### src/rtl/dino_pkg.sv
// Shared obstacle definitions for the cactus generator, collision detector and renderer.
package dino_pkg;

    typedef enum logic [1:0] {
        IDLE   = 2'd0,
        GAP    = 2'd1,
        MOVING = 2'd2,
        FROZEN = 2'd3
    } cactus_state_t;

    localparam int SCREEN_W = 320;
    localparam int FLOOR_Y  = 240;

    // Indexed by cactus type: [0]=20x10, [1]=30x10, [2]=40x15, [3]=25x20
    localparam logic [3:0][5:0] CACTUS_H = {6'd25, 6'd40, 6'd30, 6'd20};
    localparam logic [3:0][5:0] CACTUS_W = {6'd20, 6'd15, 6'd10, 6'd10};

endpackage

### src/rtl/lfsr8.sv
// 8-bit Fibonacci LFSR (taps 8,6,5,4), reloads its seed on reset and steps every clock.
module lfsr8 (
    input  logic       clk,
    input  logic       reset,
    input  logic [7:0] seed,
    output logic [7:0] q
);

    always_ff @(posedge clk) begin
        if (!reset) q <= seed;
        else        q <= {q[6:0], q[7] ^ q[5] ^ q[4] ^ q[3]};
    end

endmodule

### src/rtl/cactus_generator.sv
// Spawns, moves and retires a single cactus per frame; freezes on game_over so
// the final collision frame stays on screen.
module cactus_generator #(
    parameter int         SCREEN_W  = dino_pkg::SCREEN_W,
    parameter int         FLOOR_Y   = dino_pkg::FLOOR_Y,
    parameter int         MIN_GAP   = 8,
    parameter logic [7:0] LFSR_SEED = 8'hA5
) (
    input  logic       clk,
    input  logic       reset,
    input  logic       frame_tick,
    input  logic       game_run,
    input  logic       game_over,
    input  logic [2:0] speed,
    output logic [8:0] cactusX,
    output logic [8:0] cactusY,
    output logic [5:0] cactusHeight,
    output logic [5:0] cactusWidth,
    output logic       cactus_valid,
    output logic       cactus_passed
);
    import dino_pkg::*;

    cactus_state_t state, state_n;
    logic [4:0] gap_cnt, gap_n;
    logic [2:0] spd_q, spd_n;
    logic [8:0] x_n, y_n;
    logic [5:0] h_n, w_n;
    logic       valid_n, passed_n, clr;
    logic [7:0] lfsr_q;
    logic [1:0] lfsr_unused;
    logic [1:0] spawn_type;

    lfsr8 u_lfsr (
        .clk   (clk),
        .reset (reset),
        .seed  (LFSR_SEED),
        .q     (lfsr_q)
    );

    // Only the type and gap-offset fields of the LFSR are consumed.
    assign lfsr_unused = lfsr_q[7:6];
    assign spawn_type  = lfsr_q[1:0];

    always_comb begin
        state_n  = state;
        gap_n    = gap_cnt;
        spd_n    = spd_q;
        x_n      = cactusX;
        y_n      = cactusY;
        h_n      = cactusHeight;
        w_n      = cactusWidth;
        valid_n  = cactus_valid;
        passed_n = 1'b0;
        clr      = 1'b0;
        case (state)
            IDLE: begin
                if (game_run) begin
                    state_n = GAP;
                    gap_n   = 5'(MIN_GAP);
                end
            end
            GAP: begin
                if (game_over)      state_n = FROZEN;
                else if (!game_run) state_n = IDLE;
                else if (frame_tick) begin
                    if (gap_cnt == 5'd1) begin
                        state_n = MOVING;
                        x_n     = 9'(SCREEN_W);
                        h_n     = CACTUS_H[spawn_type];
                        w_n     = CACTUS_W[spawn_type];
                        y_n     = 9'(FLOOR_Y) - {3'b000, CACTUS_H[spawn_type]};
                        valid_n = 1'b1;
                        spd_n   = (speed == 3'd0) ? 3'd1 : speed;
                    end else begin
                        gap_n = gap_cnt - 5'd1;
                    end
                end
            end
            MOVING: begin
                if (game_over) state_n = FROZEN;
                else if (!game_run) begin
                    state_n = IDLE;
                    clr     = 1'b1;
                end else if (frame_tick) begin
                    // Retire instead of stepping past zero, so X never wraps.
                    if (cactusX >= {6'd0, spd_q}) begin
                        x_n = cactusX - {6'd0, spd_q};
                    end else begin
                        state_n  = GAP;
                        passed_n = 1'b1;
                        clr      = 1'b1;
                        gap_n    = 5'(MIN_GAP) + {1'b0, lfsr_q[5:2]};
                    end
                end
            end
            FROZEN: begin
                if (!game_run) begin
                    state_n = IDLE;
                    clr     = 1'b1;
                end
            end
            default: begin
                state_n = IDLE;
                clr     = 1'b1;
            end
        endcase
        if (clr) begin
            x_n     = '0;
            y_n     = '0;
            h_n     = '0;
            w_n     = '0;
            valid_n = 1'b0;
        end
    end

    always_ff @(posedge clk) begin
        if (!reset) begin
            state         <= IDLE;
            gap_cnt       <= '0;
            spd_q         <= '0;
            cactusX       <= '0;
            cactusY       <= '0;
            cactusHeight  <= '0;
            cactusWidth   <= '0;
            cactus_valid  <= 1'b0;
            cactus_passed <= 1'b0;
        end else begin
            state         <= state_n;
            gap_cnt       <= gap_n;
            spd_q         <= spd_n;
            cactusX       <= x_n;
            cactusY       <= y_n;
            cactusHeight  <= h_n;
            cactusWidth   <= w_n;
            cactus_valid  <= valid_n;
            cactus_passed <= passed_n;
        end
    end

endmodule

### config.mk
export PLATFORM = sky130hd
export DESIGN_NAME = cactus_generator
export DESIGN_NICKNAME = d
export VERILOG_FILES = /design/src/rtl/dino_pkg.sv /design/src/rtl/lfsr8.sv /design/src/rtl/cactus_generator.sv
export SDC_FILE = /design/constraint.sdc
export NUM_CORES = 1
export LEC_CHECK = 0
export BUFFER_PORTS_ARGS = -buffer_cell sky130_fd_sc_hd__buf_2
export CELL_PAD_IN_SITES_DETAIL_PLACEMENT = 2
export CELL_PAD_IN_SITES_GLOBAL_PLACEMENT = 2
export CORE_ASPECT_RATIO = 0.75
export CORE_MARGIN = 10
export CORE_UTILIZATION = 34
export CTS_CLUSTER_DIAMETER = 120
export DETAILED_ROUTE_END_ITERATION = 8
export PLACE_DENSITY_LB_ADDON = 0.25
export SYNTH_ARGS = -nofsm -noshare
export SYNTH_HDL_FRONTEND = slang
export SYNTH_SLANG_ARGS = --single-unit
### constraint.sdc
create_clock -name clk -period 2.25 [get_ports clk]
set_input_delay 0.45 -clock clk [delete_from_list [all_inputs] [get_ports clk]]
set_output_delay 0.45 -clock clk [all_outputs]
set_load 0.02 [all_outputs]
==> qor.txt <==
=================================================================================================
Initial cell density of the core                                                            0.353
Estimated wirelength of the detail-placed design                                          4.88 mm
Initial drt markers                                                                            56
Number of synthesized flops with an enable pin                                                  0
Syn_area_per_cell                                                                       9.29 um^2
Number of buffers created by CTS                                                                5
Most frequently used flop master after synthesis                                     sky130_fd_sc_hd__dfxtp_1
Post-layout instance count excluding filler cells                                             368
Run status                                                                              completed
Leading area contributor after synthesis                                             sky130_fd_sc_hd__dfxtp_1
Final Max Tran Viols                                                                            0
Via total after detailed routing                                                            1,877
Worst clock skew                                                                        0.0112 ns
Setup repair after global routing missed its margin                                         false
Crit path required time                                                                   2.46 ns
Seq cells post-synth                                                                           42
Area overhead of the layout relative to synthesis                                           20.4%
Worst-case setup slack after placement                                                  0.0137 ns
Capture endpoint of the worst hold path                                                  spd_q[2]
YS warnings                                                                                     0
Largest driver fanout on the critical path                                                      4
Leak pwr                                                                                  1.15 nW
Post-route minimum period                                                                 2.16 ns
Largest net degree at the start of global routing                                              25
DIE HEIGHT                                                                                90.3 um
Core outline area                                                                       6350 um^2
IO Pins                                                                                        40
Worst endpoint data arrival time                                                          2.37 ns
Fin. Hold Viols                                                                                 0
Routed wire length                                                                        6.61 mm
Global-route wire length before repair                                                    10.8 mm
Max capacitance violation total                                                                 0
Reg-to-reg setup timing slack                                                             0.09 ns
Total power per unit cell area                                                        695 nW/um^2
Layout cells sized above 1                                                                  0.272
Endpoint class of the critical path                                                          flop
Number of distinct library cell variants in the gate-level netlist after synthesis             52
Area share of the largest cell type after synthesis                                         0.376
Portion of the post-synthesis area used by sequential elements                              0.376
Type of the worst min-delay path                                                     input port to flop
Highest cell delay on the worst timing path                                               0.56 ns
Launching element of the worst setup path                                              cactusX[7]
Hold buffer count at cts                                                                        0
Leading post-synthesis cells by instance count                                       sky130_fd_sc_hd__dfxtp_1 (42), sky130_fd_sc_hd__nor2_1 (23), sky130_fd_sc_hd__nand2_1 (20)
N_diodes                                                                                        0
H-tree levels                                                                                   2
Deepest clock path buffer count                                                                 2
Worst setup path class                                                               flop to flop
Cell row count                                                                                 25
Number of I/O port buffers                                                                     36
Antenna violations before repair                                                                0
Final Worst Setup Slack                                                                 0.0885 ns
1st-pass router iterations                                                                      4
IR drop worst, VDD                                                                     0.000261 V
Total number of nets in the final design                                                      312
Top cells by area in the synthesized netlist                                         sky130_fd_sc_hd__dfxtp_1 (38%), sky130_fd_sc_hd__ha_1 (9.5%), sky130_fd_sc_hd__mux2i_1 (6.3%)
Post-synth ARST share                                                                           0
Source-to-sink clock delay at the later pin of the worst-skew pair                        0.31 ns
Source of the worst register-to-register timing path                                   cactusX[7]
Placer Congestion                                                                           0.774
TritonCTS clock tree                                                                         done
Placed Instances                                                                              359
Die width                                                                                  114 um
Clk slew on worst S/H paths                                                               0.09 ns
Number of global-route vias before repair                                                   1,949
Hold path depth                                                                                 3
Capture instance of the worst register-to-register path                                cactusX[4]
Setup TNS after final layout                                                                 0 ns
Overall global routing resource usage                                                       0.130
Most frequent cell after synthesis                                                   sky130_fd_sc_hd__dfxtp_1
Fmax achieved                                                                             463 MHz
Instance count of the mapped netlist                                                          241
Routed wire per std cell                                                                  18.0 um
Critical path launch point type                                                              flop
Number of nets with antenna violations after detailed routing                                   0
Final Core Density                                                                          0.424
Area of the die                                                                       10,300 um^2
Overflow left after global routing                                                              0
Crit-path cells                                                                      or4_4 > or3_4 > o311ai_4 > or2b_2 > o21ba_2
# DRC                                                                                           0
Final worst path period share                                                               0.961
Clock sink total                                                                               42
Vias/cell                                                                                    5.10
Total of endpoints with negative setup slack in the final report                                0
Synth Cell Area                                                                         2240 um^2
Min-Delay Startpoint                                                                     speed[2]
Master cell of the clock root buffer                                                 sky130_fd_sc_hd__clkbuf_8
Critical-path top delay cell                                                         sky130_fd_sc_hd__or4_4
Reg2Reg Depth                                                                                   5
=================================================================================================
[layout make-up]
type	instances	area, um^2
clock inverters	3	43.8
repair buffers	52	317
inverters	15	56.3
clock buffers	5	68.8
fillers	711	3650
flip-flops and latches	42	841
multi-input cells	170	1270
well taps	81	101
[worst max-delay path by stage]
stage,to,slack (ns)
2_1_floorplan,cactusX[1],0.14
4_1_cts,cactusX[8],0.006
3_3_place_gp,cactusX[8],0.08
6_report,cactusX[4],0.09
5_1_grt,cactusX[3],0.006
3_5_place_dp,cactusX[8],0.01
[logic make-up after synthesis]
family / count (synthesis) / share of synthesized area
other: 1 / 0.00168
XOR/XNOR: 7 / 0.0274
buffers and inverters: 31 / 0.0782
multiplexers: 14 / 0.0626
AND/OR/NAND/NOR: 78 / 0.182
flip-flops: 42 / 0.376
AO/OA/AOI/OAI: 50 / 0.169
adder cells (fa/ha/maj): 18 / 0.104
[registers in the layout (all words and copies together) (netlist names)]
signal / flops
gap_cnt: 5
spd_q: 3
u_lfsr.q: 8
cactusX: 9
cactus_valid: 1
cactus_passed: 1
state: 2
cactusWidth: 3
cactusY: 5
cactusHeight: 5
[power breakdown]
part	switching, mW	internal (mW)
registers	0.0401	0.781
logic	0.230	0.188
clock network	0.301	0.333
[critical path, delay by kind of cell, from the launching register on]
kind,cells,cell delay [ns]
compound gates,2,0.50
flops,1,0.36
simple gates,3,1.21
[per-layer routing]
metal	vias up	wire length, um	GRT usage
li1	917	-	-
met1	918	3070	0.172
met2	35	3130	0.197
met3	7	337	0.0378
met4	0	76	0.0380
met5	-	0	0
[through the flow]
step	total power [mW]	hold slack (ns)	instance area (um^2)
global route	2.00	0.428	2700
global placement	1.23	0.389	2530
floorplan	1.13	0.386	2250
CTS	1.89	0.399	2650
detailed placement	1.25	0.400	2530
finish	1.87	0.399	2700
[cell usage in the layout (no fill, tap or decap), types with 4 or more instances in the layout]
cell type,count
sky130_fd_sc_hd__dfxtp_1,42
sky130_fd_sc_hd__buf_2,36
sky130_fd_sc_hd__nor2_1,23
sky130_fd_sc_hd__nand2_1,20
sky130_fd_sc_hd__ha_1,16
sky130_fd_sc_hd__inv_1,15
sky130_fd_sc_hd__mux2i_1,14
sky130_fd_sc_hd__buf_4,14
sky130_fd_sc_hd__o21ai_0,9
sky130_fd_sc_hd__a211oi_1,8
sky130_fd_sc_hd__a21oi_1,6
sky130_fd_sc_hd__xnor2_1,5
sky130_fd_sc_hd__nand3_1,5
sky130_fd_sc_hd__clkbuf_8,5
sky130_fd_sc_hd__or4_1,4
sky130_fd_sc_hd__o31ai_1,4
[repair_timing]
action                     CTS  global route
setup buffers                0             1
gates resized for setup      0             8
setup endpoints to repair    0            28
No activity file was read; power rests on OpenSTA's default activity.
